===== src/rtl/enc_pkg.sv =====
// enc_pkg: shared definitions for the sequential request encoder.
//   - state_e   : encoder FSM states (IDLE, SERVE)
//   - CODE_W    : default code width
//   - N_REQ     : request line count derived from CODE_W
//   - IDLE_CODE : code value presented whenever valid is low
package enc_pkg;

  typedef enum logic [0:0] {
    IDLE  = 1'b0,
    SERVE = 1'b1
  } state_e;

  localparam int unsigned CODE_W = 3;
  localparam int unsigned N_REQ  = 2 ** CODE_W;

  localparam logic [CODE_W-1:0] IDLE_CODE = {CODE_W{1'b1}};

endpackage : enc_pkg


===== src/rtl/prio_find.sv =====
// prio_find: combinational lowest-set-bit finder.
// Bit 0 has the highest priority.
// Ports:
//   vec_i : input  [N-1:0]      candidate bit vector
//   idx_o : output [CODE_W-1:0] index of the lowest set bit (0 when none set)
//   any_o : output              high when at least one bit of vec_i is set
module prio_find #(
  parameter int unsigned CODE_W = 3,
  parameter int unsigned N      = 2 ** CODE_W
) (
  input  logic [N-1:0]      vec_i,
  output logic [CODE_W-1:0] idx_o,
  output logic              any_o
);

  // Scan from the top down so the lowest set bit is the last one to win.
  always_comb begin
    idx_o = {CODE_W{1'b0}};
    any_o = |vec_i;
    for (int i = N - 1; i >= 0; i--) begin
      idx_o = vec_i[i] ? i[CODE_W-1:0] : idx_o;
    end
  end

endmodule : prio_find


===== src/rtl/req_encoder_seq.sv =====
// req_encoder_seq: sequential 8-to-3 request encoder.
// Captures an active-low request vector and emits one code per pending
// request, lowest index first, over a valid/ready handshake.
// All outputs come straight from flops.
//
// Ports:
//   clk   : input              system clock, rising edge
//   rst   : input              asynchronous active-high reset
//   en_b  : input              active-low enable; high aborts / blocks capture
//   req_b : input  [N_REQ-1:0] active-low request lines
//   code  : output [CODE_W-1:0] index of the presented request
//   valid : output             code is valid
//   ready : input              consumer accepts code when valid && ready
//   busy  : output             snapshot still holds unserved requests
//   done  : output             one-cycle pulse when the last code is accepted
//
// Build option: define REQ_MERGE_EN to OR live requests into the pending set
// while serving; otherwise the captured snapshot is served unchanged.
module req_encoder_seq
  import enc_pkg::*;
#(
  parameter int unsigned       CODE_W    = enc_pkg::CODE_W,
  parameter int unsigned       N_REQ     = 2 ** CODE_W,
  parameter logic [CODE_W-1:0] IDLE_CODE = {CODE_W{1'b1}}
) (
  input  logic              clk,
  input  logic              rst,
  input  logic              en_b,
  input  logic [N_REQ-1:0]  req_b,
  output logic [CODE_W-1:0] code,
  output logic              valid,
  input  logic              ready,
  output logic              busy,
  output logic              done
);

  localparam logic [N_REQ-1:0] BIT0 = N_REQ'(1);

  state_e              state_q, state_d;
  logic [N_REQ-1:0]    pending_q, pending_d;
  logic [CODE_W-1:0]   code_q, code_d;
  logic                valid_q, valid_d;
  logic                busy_q, busy_d;
  logic                done_q, done_d;

  logic                accept_s;
  logic [N_REQ-1:0]    next_vec_s;
  logic [CODE_W-1:0]   find_idx_s;
  logic                find_any_s;

  // Candidate vector: raw requests when idle, remaining (and optionally merged) set when serving.
  always_comb begin
    accept_s   = valid_q & ready;
    next_vec_s = {N_REQ{1'b0}};
    if (state_q == IDLE) begin
      next_vec_s = ~req_b;
    end else begin
      next_vec_s = pending_q & ~(accept_s ? (BIT0 << code_q) : {N_REQ{1'b0}});
`ifdef REQ_MERGE_EN
      // Clear first, then merge, so a bit accepted and re-asserted stays pending.
      next_vec_s = next_vec_s | (en_b ? {N_REQ{1'b0}} : ~req_b);
`else
      next_vec_s = next_vec_s;
`endif
    end
  end

  prio_find #(
    .CODE_W (CODE_W),
    .N      (N_REQ)
  ) u_prio_find (
    .vec_i (next_vec_s),
    .idx_o (find_idx_s),
    .any_o (find_any_s)
  );

  // Next-state and next-output logic.
  always_comb begin
    state_d   = state_q;
    pending_d = pending_q;
    code_d    = code_q;
    valid_d   = valid_q;
    busy_d    = busy_q;
    done_d    = 1'b0;
    case (state_q)
      IDLE: begin
        if (!en_b && find_any_s) begin
          state_d   = SERVE;
          pending_d = next_vec_s;
          code_d    = find_idx_s;
          valid_d   = 1'b1;
          busy_d    = 1'b1;
        end else begin
          pending_d = {N_REQ{1'b0}};
          code_d    = IDLE_CODE;
          valid_d   = 1'b0;
          busy_d    = 1'b0;
        end
      end
      SERVE: begin
        if (en_b) begin
          // Abort drops everything, including an accept in this cycle; no done.
          state_d   = IDLE;
          pending_d = {N_REQ{1'b0}};
          code_d    = IDLE_CODE;
          valid_d   = 1'b0;
          busy_d    = 1'b0;
        end else if (!find_any_s) begin
          state_d   = IDLE;
          pending_d = {N_REQ{1'b0}};
          code_d    = IDLE_CODE;
          valid_d   = 1'b0;
          busy_d    = 1'b0;
          done_d    = 1'b1;
        end else begin
          pending_d = next_vec_s;
          // A presented code stays latched until it is accepted.
          code_d    = accept_s ? find_idx_s : code_q;
          valid_d   = 1'b1;
          busy_d    = 1'b1;
        end
      end
      default: begin
        state_d   = IDLE;
        pending_d = {N_REQ{1'b0}};
        code_d    = IDLE_CODE;
        valid_d   = 1'b0;
        busy_d    = 1'b0;
      end
    endcase
  end

  // State and output registers.
  always_ff @(posedge clk or posedge rst) begin
    if (rst) begin
      state_q   <= IDLE;
      pending_q <= {N_REQ{1'b0}};
      code_q    <= IDLE_CODE;
      valid_q   <= 1'b0;
      busy_q    <= 1'b0;
      done_q    <= 1'b0;
    end else begin
      state_q   <= state_d;
      pending_q <= pending_d;
      code_q    <= code_d;
      valid_q   <= valid_d;
      busy_q    <= busy_d;
      done_q    <= done_d;
    end
  end

  assign code  = code_q;
  assign valid = valid_q;
  assign busy  = busy_q;
  assign done  = done_q;

endmodule : req_encoder_seq


===== config.mk =====
export PLATFORM = sky130hd
export DESIGN_NAME = req_encoder_seq
export DESIGN_NICKNAME = d
export VERILOG_FILES = /design/src/rtl/enc_pkg.sv /design/src/rtl/prio_find.sv /design/src/rtl/req_encoder_seq.sv
export SDC_FILE = /design/constraint.sdc
export NUM_CORES = 1
export LEC_CHECK = 0
export CAP_MARGIN = 10
export CORE_MARGIN = 3
export CORE_UTILIZATION = 48
export CTS_CLUSTER_SIZE = 25
export DETAILED_ROUTE_END_ITERATION = 8
export PLACE_DENSITY = 0.76
export SYNTH_ARGS = -nofsm -noshare
export SYNTH_HDL_FRONTEND = slang
export SYNTH_SLANG_ARGS = --single-unit

===== constraint.sdc =====
create_clock -name clk -period 2.4 [get_ports clk]
set_clock_uncertainty 0.1 [all_clocks]
set_input_delay 0.48 -clock clk [delete_from_list [all_inputs] [get_ports clk]]
set_output_delay 0.48 -clock clk [all_outputs]
set_load 0.03 [all_outputs]

==> impl_metrics.toml <==
[status]
outcome = "finished, final reports clean"

[drt]
drc = 0
vias = 813
drt.antenna.violating_nets = 0
firstDrtPassIters = 5
drt-initial-drc-count = 33
wl_per_cell_um = 16.0
drt-total-wl_um = 2120
viasPerCell = 6.11

[final_layout]
layout-drive-gt1-share_pct = 17.9
layout.nets = 130
fillers = 124
syn_to_final_growth_pct = 30.6
layoutNonFillerInstCount = 133
diodes = 0
fin_area_sq_mm = 0.00108

[synthesis]
yosysTopAreaCell = "dfrtp_1"
synth_compound_area_share_pct = 25.6
synth_mux_area_share_pct = 2.58
syn_area_sq_um = 826
synth_top_area_share_pct = 30.3
ys_types = 39
synthAdderAreaFrac_pct = 0
synth_edf_count = 0
synth-xor-area-share_pct = 0
ys_top_cells_by_area = "dfrtp_1 30%, dfstp_2 9.5%, nor2_1 6.8%, a31oi_1 3.8%, nand4b_1 3.2%"
syn_nets = 105
ys_warn_count = 0
synthCells = 93
synth.ff_latch_count = 13
ys.flop_type = "dfrtp_1"
synth-simple-area-share_pct = 24.7
avgSynthCellArea_sq_um = 8.88
synth_top_family_by_area = "compound AO/OA/AOI/OAI gates"
yosysSeqAreaShare_pct = 39.8
async_flop_share_pct = 100

[placed_design]
placed_cells = 129
place.gp.congestion = 0.844
io_buffers = 17
placed_area_sq_mm = 0.00105
dp_slack_ns = -0.190
dpl.hpwl_um = 1650

[worst_setup_path]
path_max_fanout = 11
critPathLaunchType = "flip-flop"
cp_data_arrival_time_ns = 1.72
worstSetupPathType = "flip-flop to primary output"
critPathRequiredTime_ns = 1.82
end_kind = "primary output"

[floorplan]
num_io_pins = 18
fp.dieArea_sq_mm = 0.00225
core_area_sq_mm = 0.00156
die_y_um = 47.5
die_w_um = 47.5
num_rows = 14
initial_core_util_pct = 53.0

[clocking]
clk_latency_ns = 0.29
clk_pin_slew_ns = 0.08
cts_tree = "yes"
cts_hold_buf = 0
cts.sinks = 13
clk_root_buffer_cell = "clkbuf_4"
cts_buffer_depth = 2
cts-htree-levels = 1
cts_buffers = 3
cts_setup_buffers = 0

[global_route]
grt.total_usage_pct = 22.3
antenna_found_initial = 0
grt-ovfl-total = 0
grt_pass1_vias = 720
grt_pass1_wl_um = 3370
grt_start_max_net_pins = 17

[min_path]
hold_class = "primary input to asynchronous set/reset pin"

[timing]
rsz0062_at_grt = "false"
max_slew.worst_pin.slew_ns = 0.489
fmaxAchievable_ghz = 0.436
setup_viol = 0
period_needed_ns = 2.30
finalCritPeriodShare_pct = 95.6
relSlewSlack_pct = 67.4
layout_setup_ws_ns = 0.105
drv_slew = 0
hold_viol_final = 0

[power_and_ir_drop]
peakVddDrop_mv = 0.330
p_total_mw = 0.610
leakage_nw = 0.476
powerDensity_mw_per_mm2 = 566

[run]
maxCapViolCount = 0
flip-flops by register name, indices dropped and copies added, names as in the netlist:
| signal | flops |
|---|---|
| pending_q | 8 |
| done | 1 |
| code | 3 |
| busy | 1 |
cell families after synthesis:
family	after synthesis
compound gates	28
buf+inv	12
flops	13
mux	2
simple gates	38
critical path, cell delays in order, from the launching register on:
cell             delay [ns]
dfstp_2                0.57
buf_4                  0.18
clkdlybuf4s50_1        0.68
power by group:
group          leakage [nW]  internal (mW)  switching, mW
clock                0.0150         0.0647         0.0775
sequential            0.163          0.242         0.0260
combinational         0.298         0.0970          0.103
total                 0.476          0.404          0.206
placed cells by master, fill, tap and decap left out, types with 4 or more instances in the layout:
| cell | count |
|---|---|
| nor2_1 | 15 |
| dfrtp_1 | 10 |
| a31oi_1 | 5 |
| nand2b_1 | 4 |
| clkdlybuf4s50_1 | 16 |
| inv_1 | 5 |
| nand2_1 | 5 |
| buf_4 | 10 |
| a21oi_1 | 5 |
final timing paths:
kind                       slack [ns]    startpoint  cells after the start            to
min in group clk                 0.49  pending_q[7]                      2  pending_q[7]
setup / recovery                 0.10       code[0]                      2       code[0]
setup reg to reg                 0.18       code[0]                      5       code[2]
hold / removal                   0.40           rst                      2          done
max in group asynchronous        1.44           rst                      2       code[1]
hold reg to reg                  0.49  pending_q[7]                      2  pending_q[7]
cells in the mapped netlist (3+ instances only):
cell      count
dfstp_2       3
nand2_1       5
inv_1         5
nand4b_1      3
a21oi_1       5
nor2_1       15
nand2b_1      4
a31oi_1       5
dfrtp_1      10
timing repair:
action	CTS	global route
hold endpoints to repair	0	0
gates resized for setup	0	1
setup endpoints to repair	0	2
metal layers:
layer / vias up / track usage, % / share of wire, %
li1: 395 / - / -
met3: 5 / 3.76 / 5.6
met2: 35 / 32.9 / 47
met4: 0 / 9.94 / 2.2
met5: - / 0 / 0
met1: 378 / 31.9 / 45
final cells by class:
class | count | area (sq um) | area share [%]
well taps | 16 | 20.0 | 1.86
repair buffers | 27 | 248 | 23.0
clock buffers | 4 | 26.3 | 2.44
inverters | 5 | 18.8 | 1.74
flip-flops and latches | 13 | 329 | 30.5
multi-input cells | 68 | 437 | 40.5
stage by stage:
stage | utilization (%) | hold slack, ns | setup TNS [ns]
finish | 69.2 | 0.402 | 0
global route | 69.2 | 0.432 | 0
CTS | 69.0 | 0.414 | 0
detailed placement | 67.3 | 0.463 | -0.757
global placement | 67.3 | 0.484 | -0.330
floorplan | - | 0.255 | 0
Power figures use the tool's default switching activity.
